===== config.mk =====
export PLATFORM = sky130hd
export DESIGN_NAME = pc_gen
export DESIGN_NICKNAME = d
export VERILOG_FILES = /design/src/rtl/pc_gen.sv
export SDC_FILE = /design/constraint.sdc
export NUM_CORES = 1
export LEC_CHECK = 0
export CORE_MARGIN = 2
export CORE_UTILIZATION = 40
export CTS_CLUSTER_SIZE = 40
export DETAILED_ROUTE_END_ITERATION = 7
export PLACE_DENSITY = 0.54
export RECOVER_POWER = 50
export SLEW_MARGIN = 10
export SYNTH_ARGS = -nofsm -noshare
export SYNTH_HDL_FRONTEND = slang
export SYNTH_SLANG_ARGS = --single-unit
export TNS_END_PERCENT = 30

===== constraint.sdc =====
create_clock -name clk -period 9.2 [get_ports clk]
set_input_delay 1.84 -clock clk [delete_from_list [all_inputs] [get_ports clk]]
set_output_delay 1.84 -clock clk [all_outputs]
set_load 0.005 [all_outputs]

===== src/rtl/pc_gen.sv =====
// Fetch PC generator with a direct-mapped BTB of 2-bit saturating counters.
// Resolves EX branches against their carried prediction and redirects fetch on a mispredict.
module pc_gen #(
    parameter logic [31:0] RESET_PC    = 32'h0,
    parameter int unsigned BTB_ENTRIES = 16
) (
    input  logic        clk,
    input  logic        rst,
    output logic [31:0] pc,
    input  logic [31:0] pc_plus_1_if,
    input  logic        stall_if,
    output logic        pred_taken_if,
    output logic [31:0] pred_target_if,
    input  logic        ex_br_valid,
    input  logic [31:0] ex_br_pc,
    input  logic        ex_br_taken,
    input  logic [31:0] ex_br_target,
    input  logic        ex_pred_taken,
    input  logic [31:0] ex_pred_target,
    output logic        mispredict
);

    localparam int unsigned IDX   = $clog2(BTB_ENTRIES);
    localparam int unsigned TAG_W = 30 - IDX;

    logic              btb_valid  [BTB_ENTRIES];
    logic [TAG_W-1:0]  btb_tag    [BTB_ENTRIES];
    logic [31:0]       btb_target [BTB_ENTRIES];
    logic [1:0]        btb_ctr    [BTB_ENTRIES];

    logic [IDX-1:0]   rd_idx;
    logic [TAG_W-1:0] rd_tag;
    logic [IDX-1:0]   wr_idx;
    logic [TAG_W-1:0] wr_tag;
    logic             rd_hit;
    logic             wr_hit;
    logic [31:0]      redirect_pc;

    assign rd_idx = pc[IDX+1:2];
    assign rd_tag = pc[31:IDX+2];
    assign wr_idx = ex_br_pc[IDX+1:2];
    assign wr_tag = ex_br_pc[31:IDX+2];

    always_comb begin
        rd_hit = btb_valid[rd_idx] && (btb_tag[rd_idx] == rd_tag);
        wr_hit = btb_valid[wr_idx] && (btb_tag[wr_idx] == wr_tag);
    end

    // Lookup reads the array before this edge's update, so same-index traffic sees old contents.
    always_comb begin
        pred_taken_if  = rd_hit & btb_ctr[rd_idx][1] & ~rst;
        pred_target_if = (rd_hit && !rst) ? btb_target[rd_idx] : pc_plus_1_if;
    end

    always_comb begin
        mispredict  = ~rst & ex_br_valid &
                      ((ex_br_taken != ex_pred_taken) |
                       (ex_br_taken & ex_pred_taken & (ex_br_target != ex_pred_target)));
        redirect_pc = ex_br_taken ? ex_br_target : ex_br_pc + 32'h4;
    end

    always_ff @(posedge clk) begin
        if (rst) begin
            pc <= RESET_PC;
        end else if (mispredict) begin
            pc <= redirect_pc;
        end else if (!stall_if) begin
            pc <= pred_taken_if ? pred_target_if : pc_plus_1_if;
        end
    end

    // Tag/target need no reset: a cleared valid bit masks them.
    always_ff @(posedge clk) begin
        if (rst) begin
            for (int unsigned i = 0; i < BTB_ENTRIES; i++) begin
                btb_valid[i] <= 1'b0;
                btb_ctr[i]   <= 2'b01;
            end
        end else if (ex_br_valid) begin
            if (wr_hit) begin
                if (ex_br_taken) begin
                    if (btb_ctr[wr_idx] != 2'b11) btb_ctr[wr_idx] <= btb_ctr[wr_idx] + 2'd1;
                    btb_target[wr_idx] <= ex_br_target;
                end else if (btb_ctr[wr_idx] != 2'b00) begin
                    btb_ctr[wr_idx] <= btb_ctr[wr_idx] - 2'd1;
                end
            end else if (ex_br_taken) begin
                btb_valid[wr_idx]  <= 1'b1;
                btb_tag[wr_idx]    <= wr_tag;
                btb_target[wr_idx] <= ex_br_target;
                btb_ctr[wr_idx]    <= 2'b10;
            end
        end
    end

endmodule


* After elaboration in Yosys (flattened, before gate mapping) *
Memories as Yosys holds them, arrays and structs flattened. A register that Yosys moved wholly into a read port is not among the register bits.
Index checks and enable logic that the tools add are counted.

operators by class
  add/sub/neg operators = 3
  equality and inequality tests = 6
  muxes and demuxes = 45
  bitwise logic cells = 11
  reduce and logical (&&, ||, !) cells = 7

operators with widths
  cell                                              number
  two-way mux 32 bit                                6
  == test 26 bit                                    2
  two-way mux 4 bit                                 10
  adder 32 x 3 -> 32 bit, second input constant     1
  != test 32 bit                                    1
  two-way mux 1 bit                                 26
  AND 1 bit                                         6
  two-way mux 2 bit                                 3
  bitwise OR 1 bit                                  4
  logical AND 1 bit                                 3
  adder 2 x 1 -> 2 bit, second input constant       1
  != test 2 x 1 -> 1 bit, second input constant     1
  != test 2 bit, second input constant              1
  nonzero test 2 bit                                1
  OR reduction 2 bit                                1
  subtractor 2 x 1 -> 2 bit, second input constant  1
  logical NOT 1 bit                                 1
  != test 1 bit                                     1
  NOT 1 bit                                         1
  OR reduction 1 bit                                1

word-level totals
  flip-flop bits (word level) = 32
  memory bits (writable) = 976
  bits of input ports = 134
  word-level logic and storage cells = 77
  memories kept = 4

memory list
  memory      depth  width  rd ports  clocked after memory_dff  wr ports  line  text
  btb_target  16     32     1         1                         1         28    logic [31:0] btb_target [BTB_ENTRIES];
  btb_tag     16     26     2         1                         1         27    logic [TAG_W-1:0] btb_tag [BTB_ENTRIES];
  btb_ctr     16     2      2         1                         16        29    logic [1:0] btb_ctr [BTB_ENTRIES];
  btb_valid   16     1      2         1                         16        26    logic btb_valid [BTB_ENTRIES];

* Longest topological paths before layout *
Gate-level depths: netlist of run 1.
An unclocked memory read counts as a cell.

  depth after elaboration = 12
  mapped depth = 17

* Worst setup path after synthesis of run 1 *
OpenSTA, ideal clock, no wires.

  path type = input to register
  start = input port ex_br_pc[2]
  end = memory btb_tag[1][0] (netlist bit) (enable)
  data arrival time = 5.493 ns
  required time = 8.791 ns
  path slack = 3.298 ns
  cell stages on the path = 12
  path buffers = 4
  cells stage by stage = buf_2 buf_2 buf_2 mux4_2 mux4_2 xnor2_1 nand4_1 nor4_1 nand4_1 nand3_1 clkbuf_1 nor2_1

on the way
  longest elaborated chain between the ends = 7
  elaborated cells between the ends (all ways) = 8

RTL lines
  item                                     line  text
  from (decl)                              15    input logic [31:0] ex_br_pc,
  memory (16 x 26 bit)                     --
  == test 26 bit                           46    wr_hit = btb_valid[wr_idx] && (btb_tag[wr_idx] == wr_tag);
  logical AND 1 bit                        46
  two-way mux 1 bit                        80    if (wr_hit) begin
  two-way mux 1 bit                        79    end else if (ex_br_valid) begin
  two-way mux 1 bit                        74    if (rst) begin
  two-way mux 1 bit (implied by the code)  89    btb_tag[wr_idx] <= wr_tag;
  to (decl)                                27

Several ways; a longest one is shown, not always the timed one.

==> impl_metrics.tcl, run 1 <==
set metrics [dict create \
    fin_crit_sh_pct 87.6 \
    cp-end-kind "output pin" \
    vias 25800 \
    multi_input_area_sq_um 14600 \
    synth_cell_types 64 \
    first_global_vias 26400 \
    synthCells 2371 \
    worst_slew_pin_slew_ns 3.31 \
    die_y_microns 340 \
    ant_nets 0 \
    synth_flop_cell "edfxtp_1" \
    design_area_sq_um 52600 \
    finalSetupViolCount 0 \
    syn_area_sq_um 45100 \
    initial_core_util_pct 40.2 \
    grt_max_degree 130 \
    fin_nets 2757 \
    power_frac_comb_pct 10.5 \
    path_clk_slew_ns 0.06 \
    switching_share_pct 24.1 \
    maxCapViolCount 10 \
    cp.arrival_ns 6.22 \
    pin_count 200 \
    cp.required_ns 7.36 \
    grt-ovfl-total 0 \
    slowest_delay_ns 0.92 \
    vias_per_cell 6.14 \
    grt_pass1_wl_mm 203 \
    top_layer "met5" \
    clk_latency_ns 0.73 \
    p_sw_mw 2.59 \
    final.setup.tns_ns 0 \
    status "finished, violations left" \
    drt_pass1_iterations 8 \
    async_reset_ff_share_pct 0 \
    seq_area_sq_um 29900 \
    wl_per_cell_microns 34.3 \
    clock_skew_ns 0.0611 \
    slowest_stage "a221oi_1" \
    numCtsBuffers 108 \
    violations "max-capacitance violations, max-slew violations" \
    post-cts-setup-buffers 0 \
    place.gp.congestion 0.893 \
    design.die.area_sq_um 116000 \
    powerDensity_nw_per_um2 204 \
    pre_cts_slack_ns 1.57 \
    hold_violations 0 \
    layout_commonest_cell "edfxtp_1" \
    layout_setup_ws_ns 1.14 \
    cts_tree "done" \
    routedLengthMet1_mm 58.4 \
    row_count 123 \
    met3_length_mm 14.1 \
    clk_path_buf_depth 3 \
    final_cell_mix "960 x edfxtp_1, 380 x mux4_2, 124 x mux2i_1, 109 x clkbuf_16, 103 x clkdlybuf4s50_1" \
    clockRootBuffer "clkbuf_16" \
    drt_iter0_markers 3109 \
    max_slew_margin_pct -121 \
    path_class "reg2out" \
    pwr-share-seq_pct 48.5 \
    avgSynthCellArea_sq_um 19.0 \
    cp.buffers_inverters 2 \
    drv_slew 303 \
    fmax_mhz 124 \
    die_w_microns 340 \
    antenna_found_initial 16 \
    vdd_ir_drop_max_uv 159 \
    cts_resized 0 \
    synth_edf_count 960 \
    post-route-util_pct 46.9 \
    leakagePower_nw 16.2 \
    cp_top_family "simple AND/OR/NAND/NOR gates" \
    path_cells "inv_1 > a221oi_1 > xor2_1 > or4_1 > nor4b_1 > and3_2 > mux2_2 > clkdlybuf4s50_1" \
    drive_gt1_share_pct 25.4 \
    rsz0062_at_grt "no" \
    stdcell_count 4212 \
    min_path_type "reg2reg" \
    grtUsageTotal_pct 24.9 \
    core_sq_um 112000 \
    syn2layout_area_growth_pct 16.6 \
    port_buffers 199 \
    h-tree-depth 3 \
    yosys_warnings 0 \
    dp_hpwl_mm 90.4 \
    wl_met2_mm 68.3 \
    fillers 9359 \
    p_int_mw 8.13 \
    synth.net_count 2510 \
    period_needed_ns 8.06 \
    wirelength_mm 145 \
    postPlaceCellArea_sq_um 49200 \
    clock_power_share_pct 41.0 \
    drc 0 \
    ys_ff_latch 1012 \
    critPathMaxFanout 44 \
    cp-start-kind "flop" \
    yosysSeqAreaShare_pct 66.2 \
    dp_cells 4008 \
    postCtsHoldBufs 0 \
    clock_sink_count 1012 \
]
[layout make-up]
cell class	instances	share of cell area, %
clock buffer	138	5.50
antenna	3	0.0143
clock inverter	63	1.32
timing repair buffer	294	4.93
inverter	27	0.204
multi-input combinational	1175	27.7
tap	1500	3.57
sequential	1012	56.8
[metrics by stage]
step                power (mW)  hold slack, ns
finish                    10.7           0.476
global route              11.0           0.512
CTS                       10.8           0.477
detailed placement        6.43           0.458
global placement          6.42           0.451
floorplan                 5.90           0.457
[sequential cells by signal, indices dropped and copies added (netlist names), named ones only]
register	flops
btb_ctr	32
btb_tag	416
btb_target	512
btb_valid	16
pc	32
[worst paths after layout]
check	startpoint	endpoint	slack, ns	cells past startpoint
max	flop	pred_target_if[8]	1.14	8
min reg2reg	pc[0]$_SDFFE_PP0N_	pc[0]$_SDFFE_PP0N_	0.48	2
min	pc[0]$_SDFFE_PP0N_	pc[0]$_SDFFE_PP0N_	0.48	2
max reg2reg	flop	pc[21]$_SDFFE_PP0N_	3.70	10
[power by group through the flow]
stage / Combinational, mW / Sequential [mW] / Clock [mW]
2_1_floorplan: 0.688 / 5.21 / 0
3_3_place_gp: 1.14 / 5.28 / 0
4_1_cts: 1.15 / 5.19 / 4.46
5_1_grt: 1.18 / 5.20 / 4.64
3_5_place_dp: 1.14 / 5.28 / 0
6_report: 1.13 / 5.19 / 4.40
[metal layers]
metal	vias to the layer above	global-route usage [%]
li1	10400	-
met1	13800	34.5
met2	1395	39.7
met3	222	6.13
met4	10	6.39
met5	-	0
[cells by family (layout without fill, tap and decap cells)]
| group | count (synthesis) | after routing | synth area share (%) |
|---|---|---|---|
| xor+xnor | 125 | 125 | 2.46 |
| mux | 545 | 545 | 22.9 |
| flops | 1012 | 1012 | 66.2 |
| other cells | 0 | 3 | 0 |
| compound gates | 177 | 177 | 2.77 |
| buf+inv | 184 | 522 | 2.14 |
| simple gates | 323 | 323 | 3.43 |
| fa+ha+maj | 5 | 5 | 0.139 |
[worst register-to-register path, delay by kind of cell (launching register included)]
kind	cells	cell delay, ns
buffers and inverters	3	1.55
xor gates and xnor gates	1	0.48
AOI/OAI and AO/OA	2	0.38
and+or+nand+nor	2	1.10
DFF	1	0.91
muxes	2	0.92
[Yosys cell counts (27+ instances only)]
| cell | number | area [sq um] |
|---|---|---|
| o221ai_1 | 27 | 236 |
| dfxtp_1 | 52 | 1040 |
| xor2_1 | 45 | 394 |
| nor2_1 | 94 | 353 |
| clkbuf_1 | 71 | 267 |
| mux2_2 | 35 | 394 |
| mux4_2 | 380 | 8560 |
| mux2i_1 | 124 | 1240 |
| nand2_1 | 83 | 312 |
| buf_2 | 39 | 195 |
| xnor2_1 | 78 | 683 |
| nand3_1 | 45 | 225 |
| edfxtp_1 | 960 | 28800 |
| a21oi_1 | 33 | 165 |
(Power assumes the default switching activity.)
==> inputs of run 2 (changes only) <==
--- a/config.mk
+++ b/config.mk
@@ -5,11 +5,12 @@
 export SDC_FILE = /design/constraint.sdc
 export NUM_CORES = 1
 export LEC_CHECK = 0
+export ABC_CLOCK_PERIOD_IN_PS = 9200
 export CORE_MARGIN = 2
 export CORE_UTILIZATION = 40
 export CTS_CLUSTER_SIZE = 40
 export DETAILED_ROUTE_END_ITERATION = 7
-export PLACE_DENSITY = 0.54
+export PLACE_DENSITY = 0.58
 export RECOVER_POWER = 50
 export SLEW_MARGIN = 10
 export SYNTH_ARGS = -nofsm -noshare
==> run 2 against run 1 <==
  * Flip-flop and latch count unchanged
  * Critical path depth grew 2
  * Clock skew fell by 0.029 ns
  * Via count grew 0.60%
  * Core utilization is essentially flat
  * Register-to-register slack worse by 0.12 ns
  * The flow still finishes with violations (max-capacitance violations, max-slew violations)
  * Non-clock buffer count up 6
  * Clock power down 2%
  * Fmax is 0.58% higher
  * Global-route usage down 0.56 points
  * Combinational power is essentially flat
  * Cell count decreased by 0.12%
==> impl_metrics.tcl, run 2 (synthesis results as in run 1) <==
set metrics [dict create \
    status "finished, violations left" \
    violations "max-capacitance violations, max-slew violations" \
    drive_gt1_share_pct 25.2 \
    powerDensity_nw_per_um2 202 \
    fin_crit_sh_pct 87.1 \
    vdd_ir_drop_max_uv 191 \
    clock_sink_count 1012 \
    place.gp.congestion 0.899 \
    ff2ff_path_depth 11 \
    finalPower_mw 10.6 \
    slowest_stage "dfxtp_4" \
    postCtsHoldBufs 0 \
    dp_cells 4014 \
    postPlaceCellArea_sq_um 49300 \
    drc 0 \
    max_slew_margin_pct -107 \
    cp.required_ns 7.36 \
    path_cells "buf_4 > mux4_1 > a22oi_1 > nand3_1 > xor2_1 > or4_1 > nor4b_1 > and3_2 > mux2_2 > clkdlybuf4s50_1" \
    min_path_type "reg2reg" \
    pin_count 200 \
    finalSetupViolCount 0 \
    clk_path_buf_depth 3 \
    first_global_vias 26300 \
    cp_top_family "simple AND/OR/NAND/NOR gates" \
    post-route-util_pct 46.9 \
    final_cell_mix "960 x edfxtp_1, 380 x mux4_2, 124 x mux2i_1, 105 x clkbuf_16, 104 x clkdlybuf4s50_1" \
    die_y_microns 340 \
    antenna_found_initial 19 \
    die_w_microns 340 \
    critPathMaxFanout 58 \
    leakagePower_nw 16.2 \
    cts_resized 0 \
    largest-register "btb_target" \
    grt_max_degree 98 \
    final.setup.tns_ns 0 \
    cp-end-kind "output pin" \
    grt-ovfl-total 0 \
    hold_violations 0 \
    worstHoldStart "pc[0]$_SDFFE_PP0N_" \
    clock_skew_ns 0.0323 \
    wl_per_cell_microns 33.7 \
    drt_pass1_iterations 8 \
    drv_slew 170 \
    path_class "reg2out" \
    rsz0062_at_grt "no" \
    vias 26000 \
    port_buffers 199 \
    row_count 123 \
    stdcell_count 4207 \
    grtUsageTotal_pct 24.4 \
    cp-start-kind "flop" \
    path_clk_slew_ns 0.06 \
    fillers 9346 \
    ant_nets 0 \
    dp_hpwl_mm 89.0 \
    vias_per_cell 6.18 \
    clockRootBuffer "clkbuf_16" \
    h-tree-depth 3 \
    layout_commonest_cell "edfxtp_1" \
    clk_latency_ns 0.71 \
    syn2layout_area_growth_pct 16.6 \
    slowest_delay_ns 1.03 \
    numCtsBuffers 103 \
    largest_reg_flops 512 \
    fin_nets 2758 \
    worst_slew_pin_slew_ns 3.10 \
    r2r_slack_ns 3.58 \
    maxCapViolCount 6 \
    period_needed_ns 8.01 \
    cp.buffers_inverters 2 \
    core_sq_um 112000 \
    grt_pass1_wl_mm 199 \
    hold_depth 2 \
    reg_top3 "btb_target: 512 flops, btb_tag: 416 flops" \
    cts_tree "done" \
    post-cts-setup-buffers 0 \
    initial_core_util_pct 40.2 \
    design.die.area_sq_um 116000 \
    reg2reg_to "pc[3]$_SDFFE_PP0N_" \
    cp.arrival_ns 6.17 \
    wirelength_mm 142 \
    design_area_sq_um 52700 \
    min_to "pc[0]$_SDFFE_PP0N_" \
    fmax_mhz 125 \
    drt_iter0_markers 3335 \
]
==> run 2: cell types whose count changed in the layout (fill, tap and decap cells not counted), sizes merged <==
cell / previous run / this run
bufinv: 11 / 14
dlygate4sd3: 91 / 90
clkinvlp: 7 / 5
clkinv: 46 / 38
clkdlybuf4s50: 103 / 104
buf: 63 / 71
clkbuf: 175 / 169
==> run 2: routing by layer <==
layer	track usage [%]	share of wire [%]	vias up
li1	-	-	10400
met1	33.9	39	13900
met2	38.8	47	1483
met3	5.33	10	258
met4	7.03	3.1	16
met5	0	0.073	-
==> run 2: area by class of cell <==
cell class	count	area (sq um)	area share (%)
flip-flops and latches	1012	29900	56.8
clock buffers	134	2750	5.22
repair buffers	300	2720	5.17
clock inverters	56	744	1.41
diodes	3	7.51	0.0143
inverters	27	108	0.204
well taps	1500	1880	3.56
multi-input cells	1175	14600	27.7
==> run 2: how the worst max path moves through the flow <==
stage                startpoint                      end  slack (ns)  cells after the start
detailed placement          rst            pred_taken_if        1.86                     10
global route               flop       pred_target_if[17]        0.89                     10
CTS                        flop       pred_target_if[17]        1.15                     10
finish                     flop       pred_target_if[17]        1.19                     10
global placement            rst            pred_taken_if        1.67                     10
floorplan           ex_br_pc[2]  btb_tag[1][0]$_DFFE_PP_        3.30                     12
==> run 2: tightest hold or removal path: cells and delay by family, from the launching register on <==
kind	cells	cell delay, ns
flip-flops	1	0.33
AO/OA/AOI/OAI	1	0.06
AND/OR/NAND/NOR	1	0.05
==> run 2: per-stage QoR <==
| step | worst slack (ns) | hold slack [ns] |
|---|---|---|
| after floorplan | 3.30 | 0.457 |
| after global placement | 1.67 | 0.461 |
| after detailed placement | 1.86 | 0.462 |
| after CTS | 1.15 | 0.477 |
| after global routing | 0.891 | 0.514 |
| final | 1.19 | 0.479 |
==> run 2: power by group <==
group          internal [mW]  switching [mW]  leakage (nW)
sequential              5.09          0.0938          9.11
combinational          0.493           0.626          5.38
clock                   2.51            1.80          1.68
total                   8.10            2.52          16.2
